File: src/rtl/vsync_pkg.sv
// Shared definitions for the vertical timing stage: state encoding,
// total-frame-length helper and the parameter legality check.
package vsync_pkg;

    typedef enum logic [1:0] {
        ACTIVE      = 2'd0,
        FRONT_PORCH = 2'd1,
        SYNC        = 2'd2,
        BACK_PORCH  = 2'd3
    } vstate_e;

    // Total number of lines in one frame.
    function automatic int calc_vtotal(input int res, input int fp, input int sw, input int bp);
        return res + fp + sw + bp;
    endfunction

    // Every region needs at least one line and the frame must fit the counter.
    function automatic bit params_legal(input int bus_width, input int res, input int fp,
                                        input int sw, input int bp);
        longint limit;
        if (res < 1 || fp < 1 || sw < 1 || bp < 1) begin
            return 1'b0;
        end
        if (bus_width < 1 || bus_width > 32) begin
            return 1'b0;
        end
        limit = longint'(1) << bus_width;
        return longint'(calc_vtotal(res, fp, sw, bp)) <= limit;
    endfunction

endpackage

File: src/rtl/pulse_rise_detect.sv
// Single-bit rising-edge detector. The history register resets to a
// configurable value so a level already high at reset release is not
// reported as an edge when RESET_VAL = 1.
module pulse_rise_detect #(
    parameter logic RESET_VAL = 1'b1
) (
    input  logic clk_i,
    input  logic rst_i,
    input  logic d_i,
    output logic rise_o
);

    logic prev_q;

    // Remember the input level of the previous clock.
    always_ff @(posedge clk_i or posedge rst_i) begin
        if (rst_i) begin
            prev_q <= RESET_VAL;
        end else begin
            prev_q <= d_i;
        end
    end

    assign rise_o = d_i & ~prev_q;

endmodule

File: src/rtl/vsync_timing.sv
// Vertical timing stage: counts line pulses from the horizontal stage and
// steps through ACTIVE / FRONT_PORCH / SYNC / BACK_PORCH, producing vertical
// sync, frame-qualified data enable, absolute line index and a
// start-of-frame strobe.
module vsync_timing
    import vsync_pkg::*;
#(
    parameter int   busWidth     = 11,
    parameter int   resVertical  = 1080,
    parameter int   vFrontPorch  = 4,
    parameter int   vSyncWidth   = 5,
    parameter int   vBackPorch   = 36,
    parameter logic syncPolarity = 1'b1
) (
    input  logic                clock,
    input  logic                reset,
    input  logic                hSyncPulse,
    input  logic                hDE,
    output logic                vSyncPulse,
    output logic                DE,
    output logic [busWidth-1:0] lineCount,
    output logic                frameStart
);

    localparam int V_TOTAL = calc_vtotal(resVertical, vFrontPorch, vSyncWidth, vBackPorch);

    // Illegal region lengths or a frame that overflows the counter stop elaboration.
    generate
        if (!params_legal(busWidth, resVertical, vFrontPorch, vSyncWidth, vBackPorch)) begin : g_bad_params
            $fatal(1, "vsync_timing: illegal timing parameters");
        end
    endgenerate

    localparam logic [busWidth-1:0] LAST_LINE = busWidth'(V_TOTAL - 1);
    localparam logic [busWidth-1:0] RES_LAST  = busWidth'(resVertical - 1);
    localparam logic [busWidth-1:0] FP_LAST   = busWidth'(vFrontPorch - 1);
    localparam logic [busWidth-1:0] SW_LAST   = busWidth'(vSyncWidth - 1);
    localparam logic [busWidth-1:0] BP_LAST   = busWidth'(vBackPorch - 1);

    vstate_e             state_q, state_d;
    logic [busWidth-1:0] region_q, region_d;
    logic [busWidth-1:0] line_q, line_d;
    logic                v_active_q, v_active_d;
    logic                vsync_q, vsync_d;
    logic                frame_start_q, frame_start_d;
    logic                line_evt;
    logic [busWidth-1:0] region_last;

    // One event per line: the history register starts high so a pulse held
    // through reset release is ignored.
    pulse_rise_detect #(
        .RESET_VAL(1'b1)
    ) u_line_rise (
        .clk_i (clock),
        .rst_i (reset),
        .d_i   (hSyncPulse),
        .rise_o(line_evt)
    );

    // Last region-relative index of the current region.
    always_comb begin
        region_last = RES_LAST;
        case (state_q)
            ACTIVE:      region_last = RES_LAST;
            FRONT_PORCH: region_last = FP_LAST;
            SYNC:        region_last = SW_LAST;
            BACK_PORCH:  region_last = BP_LAST;
            default:     region_last = RES_LAST;
        endcase
    end

    // Next-state, counters and registered-output values; everything holds
    // unless a line event arrives, except the strobe which always clears.
    always_comb begin
        state_d       = state_q;
        region_d      = region_q;
        line_d        = line_q;
        frame_start_d = 1'b0;
        if (line_evt) begin
            line_d = (line_q == LAST_LINE) ? '0 : line_q + 1'b1;
            if (region_q == region_last) begin
                region_d = '0;
                case (state_q)
                    ACTIVE:      state_d = FRONT_PORCH;
                    FRONT_PORCH: state_d = SYNC;
                    SYNC:        state_d = BACK_PORCH;
                    BACK_PORCH:  state_d = ACTIVE;
                    default:     state_d = ACTIVE;
                endcase
                frame_start_d = (state_q == BACK_PORCH);
            end else begin
                region_d = region_q + 1'b1;
            end
        end
        v_active_d = (state_d == ACTIVE);
        vsync_d    = (state_d == SYNC) ? syncPolarity : ~syncPolarity;
    end

    // State, counters and registered outputs.
    always_ff @(posedge clock or posedge reset) begin
        if (reset) begin
            state_q       <= ACTIVE;
            region_q      <= '0;
            line_q        <= '0;
            v_active_q    <= 1'b1;
            vsync_q       <= ~syncPolarity;
            frame_start_q <= 1'b0;
        end else begin
            state_q       <= state_d;
            region_q      <= region_d;
            line_q        <= line_d;
            v_active_q    <= v_active_d;
            vsync_q       <= vsync_d;
            frame_start_q <= frame_start_d;
        end
    end

    assign DE         = hDE & v_active_q;
    assign vSyncPulse = vsync_q;
    assign lineCount  = line_q;
    assign frameStart = frame_start_q;

endmodule

File: config.mk
export PLATFORM = sky130hd
export DESIGN_NAME = vsync_timing
export DESIGN_NICKNAME = d
export VERILOG_FILES = /design/src/rtl/vsync_pkg.sv /design/src/rtl/pulse_rise_detect.sv /design/src/rtl/vsync_timing.sv
export SDC_FILE = /design/constraint.sdc
export NUM_CORES = 1
export LEC_CHECK = 0
export ABC_AREA = 0
export CAP_MARGIN = 10
export CORE_ASPECT_RATIO = 0.7
export CORE_UTILIZATION = 45
export CTS_CLUSTER_SIZE = 10
export DETAILED_ROUTE_END_ITERATION = 7
export PLACE_DENSITY = 0.66
export SYNTH_ARGS = -nofsm -noshare
export SYNTH_HDL_FRONTEND = slang
export SYNTH_SLANG_ARGS = --single-unit
File: constraint.sdc
create_clock -name clock -period 1.8 [get_ports clock]
set_input_delay 0.27 -clock clock [delete_from_list [all_inputs] [get_ports clock]]
set_output_delay 0.27 -clock clock [all_outputs]
set_load 0.01 [all_outputs]
Yosys cells after proc, flatten, opt, wreduce, memory -nomap -nowiden:

Cells that the tools add are included.

* reductions and logical operators: 2
* bitwise logic cells: 3
* muxes and demuxes: 9
* add/subtract/negate cells: 2
* equal/unequal tests: 6

Operators by type and width (count)
* $pmux 11 s4: 1
* $add 11x1->11 const B: 2
* $mux 11: 2
* $eq 11x11->1: 1
* $eq 11x11->1 const B: 1
* $pmux 2 s4: 1
* $eq 2x2->1 const B: 3
* $logic_not 2->1: 2
* $mux 2: 2
* $mux 1: 3
* $and 1x1->1: 2
* $eq 2x1->1 const B: 1
* $not 1->1: 1

* output and inout port bits: 14
* register bits: 28
* bits of input ports: 4
* word-level logic and storage cells: 29

Longest topological paths before layout:

Gate-level depths: netlist (run 1).

* depth after elaboration: 7
* depth in mapped cells: 6
* depth with buffers taken out: 6

Cells and area by module:

From an unflattened synthesis (run 1), not the netlist that was laid out.

* cells, all modules: 140
* area, all modules: 1501.4 µm²

By module, submodules not included
* vsync_timing: area each 1457.6 µm², instances 1, sequential area each 676.9 µm², cells each 137
* pulse_rise_detect: area each 43.8 µm², instances 1, sequential area each 26.3 µm², cells each 3

Least setup slack after synthesis (run 1):

Ideal clock, no wire load.

* kind: register to register
* start: reg state_q[1]
* end: reg state_q[1]
* data required time: 1675 ps
* path buffers: 0
* period minus slack after synthesis: 1951 ps
* data arrival time: 1826 ps
* cell stages (with the launch flop): 7
* setup time: 125 ps
* path slack: -151 ps
* cell sequence: dfrtp_1 > inv_1 > ha_1 > xor2_1 > nand2_1 > nor4_4 > mux2_4

* word-level cells in the longest chain between the ends: 5
* elaborated cells between the ends (all ways): 9
* those cells by class: eq/ne (4); mux (4); reduce/logical (1)

RTL lines
* start: declaration: line vsync_timing.sv:40 `vstate_e state_q, state_d;`
* start signal: assignment: line vsync_timing.sv:109 `state_q <= state_d;`
* $eq 2x2->1, or another cell as far along: line vsync_timing.sv:63, vsync_timing.sv:83
* $pmux 11 s4: line vsync_timing.sv:63 `case (state_q)`
* $eq 11x11->1: line vsync_timing.sv:81 `if (region_q == region_last) begin`
* $mux 2: line vsync_timing.sv:81
* $mux 2 *: line vsync_timing.sv:79 `if (line_evt) begin`
* net state_d[1]: line vsync_timing.sv:40

Mark *: on every way through the listed nets, which the timed path passes. The rest lies on a longest branch. The select of a mux whose other input is x is not followed.
A chain may end at the register's enable or synchronous reset.

==> results of run 1 <==
==> placed cells by master, fill, tap and decap left out, types with 2 or more instances in the layout <==
cell type / synthesis / routed
a21oi_1: 4 / 4
and2_1: 2 / 2
and3_1: 2 / 2
and4_1: 2 / 2
and4b_1: 2 / 2
buf_4: 0 / 26
clkbuf_8: 0 / 3
clkdlybuf4s50_1: 0 / 17
dfrtp_1: 26 / 25
dfstp_2: 2 / 2
ha_1: 7 / 4
ha_4: 0 / 3
inv_1: 6 / 4
inv_2: 0 / 2
mux2_4: 2 / 2
mux2i_1: 2 / 2
nand2_1: 19 / 18
nand2b_1: 2 / 2
nand3_1: 7 / 7
nand4_1: 4 / 4
nor2_1: 15 / 15
nor3_1: 6 / 4
nor3_2: 1 / 2
o21ai_0: 4 / 2
o21ai_1: 0 / 2
or3_1: 2 / 2
xnor2_1: 7 / 7
xor2_1: 11 / 9
xor2_2: 0 / 2
==> cell families after synthesis <==
family / share of synthesized area, %
AOI/OAI and AO/OA: 4.13
adders and majority gates: 5.90
xor gates and xnor gates: 10.6
buffers and inverters: 2.36
DFF: 47.4
and+or+nand+nor: 26.2
muxes: 3.37
==> report_power, final <==
group	internal, mW	total [mW]	switching, mW
logic	0.263	0.487	0.223
clock network	0.298	0.493	0.195
registers	0.723	0.864	0.141
==> sequential cells by signal, indices dropped and copies added (netlist names), named ones only <==
name                count
v_active_q              1
vSyncPulse              1
region_q               11
u_line_rise.prev_q      1
state_q                 1
lineCount              11
frameStart              1
==> metal layers <==
metal | global-route usage [%] | share of wire, % | wire length (microns)
met1 | 32.3 | 52 | 1740
met5 | 0 | 0 | 0
met2 | 30.7 | 44 | 1490
met3 | 4.91 | 3.7 | 125
met4 | 3.00 | 0.39 | 13
==> repair_timing <==
item,4_1_cts,5_1_grt
endpoints found under the setup margin,11,11
buffers inserted,1,6
endpoints found under the hold margin,0,0
gates cloned,0,0
pin swaps,2,3
gates resized for setup,5,9
==> final timing paths <==
kind | to | from | cells after the start
setup / recovery | state_q[1] | flop | 7
hold / removal | region_q[9] | reset | 3
setup reg to reg | state_q[1] | flop | 7
min in group clock | region_q[9] | region_q[9] | 1
hold reg to reg | region_q[9] | region_q[9] | 1
max in group asynchronous | u_line_rise.prev_q | reset | 3
==> stage by stage <==
stage	TNS, ns	hold WS, ns	util (%)	setup slack (ns)
detailed placement	-0.285	0.491	58.6	-0.0613
global route	-1.20	0.398	64.6	-0.212
floorplan	-0.179	0.274	-	-0.110
finish	-0.439	0.366	64.6	-0.125
global placement	-0.0256	0.480	58.6	-0.0254
CTS	-0.139	0.385	61.9	-0.0552
==> critical path: stages (launching register included) <==
cell and delay [ns]:
dfrtp_1 0.38, inv_2 0.09, ha_4 0.18, xor2_2 0.13, o31a_1 0.32, nor4_4 0.25, buf_4 0.18, mux2_4 0.29
==> final cells by class <==
type	count	area, sq um
sequential	28	704
inverter	6	22.5
fill	242	1110
tap	38	47.5
clock inverter	1	30.0
timing repair buffer	43	365
multi-input combinational	110	823
clock buffer	3	41.3
==> impl_metrics.env, run 1 <==
export IMPL_status="finished with violations"
export IMPL_violations="DRC, setup timing"
export IMPL_yosys_area_top_type_share_pct=43.8
export IMPL_dp_cells=218
export IMPL_tightest_slew_ns=0.351
export IMPL_synth_async_reset_ratio_pct=100
export IMPL_fin_area_sq_mm=0.00203
export IMPL_rows=17
export IMPL_synthTopCellsByArea="dfrtp_1 (44%), xor2_1 (6.5%), ha_1 (5.9%)"
export IMPL_relSlewSlack_pct=76.6
export IMPL_hold_viol=0
export IMPL_h_tree_depth=1
export IMPL_fin_crit_sh_pct=107
export IMPL_syn_nets=158
export IMPL_worstSetupEndpointType="flop"
export IMPL_numPortBuffers=17
export IMPL_vias_per_cell=5.17
export IMPL_place_gp_congestion=0.848
export IMPL_post_drt_wl_per_cell_microns=14.7
export IMPL_critPathArrivalTime_ns=2.09
export IMPL_slew_viol_final=0
export IMPL_instances_no_fill=229
export IMPL_drt_iter0_drc=50
export IMPL_clk_pin_slew_ns=0.10
export IMPL_hpwl_microns=2370
export IMPL_synth_edf_count=0
export IMPL_grt_pass1_wl_microns=5610
export IMPL_syn_area_per_cell_sq_um=10.1
export IMPL_p_leak_nw=0.899
export IMPL_grt_usage_pct=21.1
export IMPL_die_h_microns=50.0
export IMPL_finalPower_mw=1.84
export IMPL_drt_total_wl_microns=3370
export IMPL_synth_common_cells="dfrtp_1 (26), nand2_1 (19), nor2_1 (15)"
export IMPL_syn_inst=147
export IMPL_ys_flop_type="dfrtp_1"
export IMPL_antenna_found_initial=0
export IMPL_clockRootBuffer="clkbuf_8"
export IMPL_reg2reg_slack_ns=-0.12
export IMPL_crit_type="flop to flop"
export IMPL_drive_above_1_share_pct=25.7
export IMPL_power_density_mw_per_mm2=906
export IMPL_die_width_microns=70.6
export IMPL_dieArea_sq_mm=0.00353
export IMPL_grt_max_degree=29
export IMPL_drt_first_pass_iters=6
export IMPL_synth_seq_cells=28
export IMPL_yosys_warnings=0
export IMPL_setup_viol=5
export IMPL_cp_required_ns=1.96
export IMPL_initial_utilization_pct=47.1
export IMPL_cts_hold_buf=0
export IMPL_clock_latency_ns=0.28
export IMPL_postPlaceCellArea_sq_mm=0.00184
export IMPL_hold_path_class="primary input to async pin"
export IMPL_synth_most_common_cell="dfrtp_1"
export IMPL_io_pins=18
export IMPL_yosysSeqAreaShare_pct=47.4
export IMPL_gr_total_overflow=0
export IMPL_clockBufferDepth=2
export IMPL_detail_route_antenna_nets=0
export IMPL_dr_total_vias=1184
export IMPL_grt_pass1_vias=1151
export IMPL_peakVddDrop_uv=631
export IMPL_numCtsBuffers=3
export IMPL_cp_max_fo=4
export IMPL_nets=203
export IMPL_postLayoutSetupSlackWorst_ns=-0.125
export IMPL_core_sq_mm=0.00315
export IMPL_fin_skew_ns=0.00601
export IMPL_synth_top_area_cell="dfrtp_1"
export IMPL_syn_area_sq_mm=0.00148
export IMPL_startpoint_type="flop"
export IMPL_cts_tree="built"
export IMPL_num_antenna_cells=0
export IMPL_max_cap_violations=0
export IMPL_area_growth_pct=37.1
export IMPL_clock_fmax_mhz=520
export IMPL_drc_errors=2
export IMPL_cts_sinks=28
export IMPL_rsz0062_at_grt="true"
export IMPL_synth_cell_type_count=33
export IMPL_finalCriticalPeriod_ns=1.92
Power figures use the tool's default switching activity.
==> inputs of run 2 (changes only) <==
SKIP_CTS_REPAIR_TIMING = 1   (was unset)
SLEW_MARGIN = 20   (was unset)
==> impl_metrics.env, run 2 (synthesized netlist as in run 1, its figures left out) <==
export IMPL_relSlewSlack_pct=76.1
export IMPL_path_buf_inv=1
export IMPL_tns_ns=-0.589
export IMPL_max_cap_violations=0
export IMPL_gr_usage_met2_pct=30.6
export IMPL_slowest_stage="nor4_4"
export IMPL_r2r_end="state_q[1]"
export IMPL_reg2reg_slack_ns=-0.13
export IMPL_crit_type="flop to flop"
export IMPL_worst_hold_slack_ns=0.368
export IMPL_numPortBuffers=17
export IMPL_hpwl_microns=2370
export IMPL_path_depth=6
export IMPL_die_h_microns=50.0
export IMPL_fin_skew_ns=0.00959
export IMPL_hold_viol=0
export IMPL_violations="DRC, setup timing"
export IMPL_antenna_found_initial=0
export IMPL_cp_max_fo=4
export IMPL_postLayoutSetupSlackWorst_ns=-0.127
export IMPL_cp_endpoint="state_q[1]"
export IMPL_h_tree_depth=1
export IMPL_clockBufferDepth=2
export IMPL_hold_path_class="primary input to async pin"
export IMPL_core_sq_mm=0.00315
export IMPL_die_width_microns=70.6
export IMPL_post_drt_wl_per_cell_microns=14.2
export IMPL_fin_area_sq_mm=0.00200
export IMPL_fin_crit_sh_pct=107
export IMPL_drt_iter0_drc=59
export IMPL_use_met1_pct=30.8
export IMPL_drt_total_wl_microns=3210
export IMPL_grt_pass1_wl_microns=5480
export IMPL_io_pins=18
export IMPL_dieArea_sq_mm=0.00353
export IMPL_gr_total_overflow=0
export IMPL_slowest_delay_ns=0.39
export IMPL_drc_errors=2
export IMPL_worstSetupEndpointType="flop"
export IMPL_numCtsBuffers=3
export IMPL_slew_viol_final=0
export IMPL_rows=17
export IMPL_detail_route_antenna_nets=0
export IMPL_finalCriticalPeriod_ns=1.93
export IMPL_critical_path_top_delay_family="simple AND/OR/NAND/NOR gates"
export IMPL_vias_per_cell=5.15
export IMPL_startpoint_type="flop"
export IMPL_num_antenna_cells=0
export IMPL_grtUsageMet3_pct=4.91
export IMPL_final_cell_mix="dfrtp_1 (25), buf_4 (23), nand2_1 (19)"
export IMPL_power_density_mw_per_mm2=920
export IMPL_clock_latency_ns=0.27
export IMPL_clock_fmax_mhz=519
export IMPL_crit_path_cell_trace="inv_2, ha_4, xor2_2, o31a_1, nor4_4, mux2_4"
export IMPL_critPathArrivalTime_ns=2.09
export IMPL_grt_max_degree=29
export IMPL_clockRootBuffer="clkbuf_8"
export IMPL_area_growth_pct=34.7
export IMPL_status="finished with violations"
export IMPL_place_gp_congestion=0.848
export IMPL_tightest_slew_ns=0.355
export IMPL_mostFrequentLayoutCell="dfrtp_1"
export IMPL_initial_utilization_pct=47.1
export IMPL_peakVddDrop_uv=632
export IMPL_clk_pin_slew_ns=0.10
export IMPL_dr_total_vias=1165
export IMPL_cts_sinks=28
export IMPL_cts_tree="built"
export IMPL_fillCellCount=245
export IMPL_grt_pass1_vias=1136
export IMPL_final_core_util_pct=63.5
export IMPL_rr_worst_depth=6
export IMPL_rsz0062_at_grt="true"
export IMPL_cp_required_ns=1.96
export IMPL_grt_usage_pct=20.5
export IMPL_p_leak_nw=0.884
export IMPL_drt_first_pass_iters=6
export IMPL_busiest_layer="met1"
export IMPL_nets=200
export IMPL_postPlaceCellArea_sq_mm=0.00184
export IMPL_drive_above_1_share_pct=22.9
export IMPL_setup_viol=8
==> run 2: per-layer routing <==
layer  up-vias  wire (microns)
met5         -               0
met4         0              20
met3         2             101
met2        19            1370
met1       566            1710
li1        578               -
==> run 2: worst min-delay path: cells and delay by family <==
kind	cells	cell delay, ns
buffers and inverters	3	0.79
==> run 2: final cells by class <==
class,count,area (sq um),area share (%)
multi-input cells,110,811,40.6
clock inverters,1,30.0,1.50
well taps,38,47.5,2.38
flip-flops and latches,28,704,35.2
clock buffers,3,41.3,2.07
inverters,6,22.5,1.13
repair buffers,40,343,17.1
==> run 2: per-stage QoR <==
stage | instances | worst slack [ns] | total power, mW
final | 226 | -0.127 | 1.84
after floorplan | 147 | -0.110 | 1.08
after global routing | 226 | -0.236 | 1.95
after detailed placement | 218 | -0.0613 | 1.34
after global placement | 218 | -0.0254 | 1.32
after CTS | 222 | -0.109 | 1.84
==> run 2: worst min-delay path by stage <==
stage | startpoint | to | slack (ns)
finish | reset | region_q[9] | 0.37
CTS | reset | region_q[9] | 0.39
global route | reset | region_q[9] | 0.40
floorplan | hSyncPulse | u_line_rise.prev_q | 0.27
detailed placement | region_q[9] | region_q[9] | 0.49
global placement | region_q[8] | region_q[8] | 0.48
==> run 2: report_power, final <==
group / leakage, nW / switching, mW / internal (mW) / total (mW)
registers: 0.351 / 0.137 / 0.723 / 0.860
clock network: 0.0357 / 0.191 / 0.298 / 0.489
logic: 0.497 / 0.224 / 0.266 / 0.490
==> inputs of run 3 (changes only) <==
PLACE_DENSITY = 0.81   (was 0.66)
==> impl_metrics.env, run 3 (synthesized netlist as in run 1, its figures left out) <==
export IMPL_status="finished with violations"
export IMPL_violations="DRC, setup timing"
export IMPL_cp_endpoint="state_q[1]"
export IMPL_dr_total_vias=1236
export IMPL_die_h_microns=50.0
export IMPL_io_pins=18
export IMPL_rows=17
export IMPL_postLayoutSetupSlackWorst_ns=-0.191
export IMPL_finalCriticalPeriod_ns=1.99
export IMPL_antenna_found_initial=0
export IMPL_reg2reg_slack_ns=-0.19
export IMPL_area_growth_pct=32.9
export IMPL_dieArea_sq_mm=0.00353
export IMPL_clockRootBuffer="clkbuf_8"
export IMPL_cts_tree="built"
export IMPL_clockBufferDepth=2
export IMPL_initial_utilization_pct=47.1
export IMPL_slew_viol_final=0
export IMPL_drc_errors=2
export IMPL_fillCellCount=263
export IMPL_setup_viol=8
export IMPL_nets=200
export IMPL_cp_startpoint="state_q[1]"
export IMPL_crit_type="flop to flop"
export IMPL_r2r_end="state_q[1]"
export IMPL_hold_viol=0
export IMPL_fin_area_sq_mm=0.00197
export IMPL_clock_fmax_mhz=502
export IMPL_clock_latency_ns=0.28
export IMPL_fin_crit_sh_pct=111
export IMPL_post_drt_wl_per_cell_microns=14.8
export IMPL_die_width_microns=70.6
export IMPL_rsz0062_at_grt="true"
export IMPL_hold_path_class="primary input to async pin"
export IMPL_critPathArrivalTime_ns=2.17
export IMPL_drt_total_wl_microns=3350
export IMPL_drive_above_1_share_pct=21.8
export IMPL_postPlaceCellArea_sq_mm=0.00186
export IMPL_grt_usage_pct=21.4
export IMPL_r2r_start="state_q[1]"
export IMPL_fin_skew_ns=0.00747
export IMPL_drt_iter0_drc=68
export IMPL_tns_ns=-0.861
export IMPL_gr_total_overflow=0
export IMPL_vias_per_cell=5.47
export IMPL_peakVddDrop_uv=433
export IMPL_max_cap_violations=0
export IMPL_place_gp_congestion=0.829
export IMPL_startpoint_type="flop"
export IMPL_drt_first_pass_iters=6
export IMPL_cp_required_ns=1.97
export IMPL_rr_worst_depth=6
export IMPL_worstSetupEndpointType="flop"
export IMPL_power_density_mw_per_mm2=933
export IMPL_num_antenna_cells=0
export IMPL_relSlewSlack_pct=76.9
export IMPL_grt_max_degree=29
export IMPL_clk_pin_slew_ns=0.10
export IMPL_cp_max_fo=4
export IMPL_hpwl_microns=2630
export IMPL_numPortBuffers=17
export IMPL_detail_route_antenna_nets=0
export IMPL_final_cell_mix="dfrtp_1 (26), buf_4 (23), nand2_1 (19)"
export IMPL_h_tree_depth=1
export IMPL_numCtsBuffers=3
export IMPL_place_ws_ns=-0.0982
export IMPL_cts_sinks=28
export IMPL_grt_pass1_vias=1212
export IMPL_mostFrequentLayoutCell="dfrtp_1"
export IMPL_core_sq_mm=0.00315
export IMPL_slowest_delay_ns=0.45
export IMPL_tightest_slew_ns=0.346
export IMPL_final_core_util_pct=62.6
export IMPL_p_leak_nw=0.889
export IMPL_slowest_stage="dfrtp_1"
export IMPL_grt_pass1_wl_microns=5750
export IMPL_crit_path_cell_trace="ha_2, xor2_1, o31a_1, nor4_4, buf_4, mux2_4"
[run 3: cell counts in the layout (fill, tap and decap cells not counted)]
Identical to the previous run, type by type.
[run 3: critical path, delay by kind of cell (launching register included)]
| kind | cells | cell delay (ns) |
|---|---|---|
| flops | 1 | 0.45 |
| simple gates | 1 | 0.33 |
| compound gates | 1 | 0.29 |
| mux | 1 | 0.28 |
| fa+ha+maj | 1 | 0.22 |
| buf+inv | 1 | 0.18 |
| xor+xnor | 1 | 0.14 |
[run 3: layer usage]
layer  GRT usage, %  wire length, microns
met1           28.8                  1550
met2           34.8                  1620
met3           4.09                   127
met4           7.67                    56
met5              0                     0
[run 3: worst min-delay path by stage]
stage,start,to,slack [ns],cells after the start
CTS,reset,region_q[7],0.36,3
global placement,region_q[8],region_q[8],0.48,1
floorplan,hSyncPulse,u_line_rise.prev_q,0.27,0
detailed placement,region_q[8],region_q[8],0.49,1
finish,reset,lineCount[8],0.35,3
global route,reset,lineCount[4],0.39,3
[run 3: power breakdown]
| part | leakage [nW] | switching [mW] | total [mW] | internal (mW) |
|---|---|---|---|---|
| sequential | 0.353 | 0.139 | 0.862 | 0.723 |
| clock | 0.0357 | 0.194 | 0.492 | 0.298 |
| combinational | 0.501 | 0.224 | 0.485 | 0.262 |
[run 3: per-stage QoR]
step                      std cells  power (mW)  hold slack [ns]
after floorplan                 147        1.08            0.274
after global placement          220        1.32            0.482
after detailed placement        220        1.34            0.491
after CTS                       224        1.83            0.360
after global routing            226        1.95            0.388
final                           226        1.84            0.348
[run 3: area by class of cell]
class	instances	area, sq um	share of cell area (%)
Tap cell	38	47.5	2.41
Sequential cell	28	703	35.7
Multi-Input combinational cell	110	785	39.8
Clock inverter	1	30.0	1.52
Timing Repair Buffer	40	343	17.4
Inverter	6	22.5	1.14
Clock buffer	3	41.3	2.09
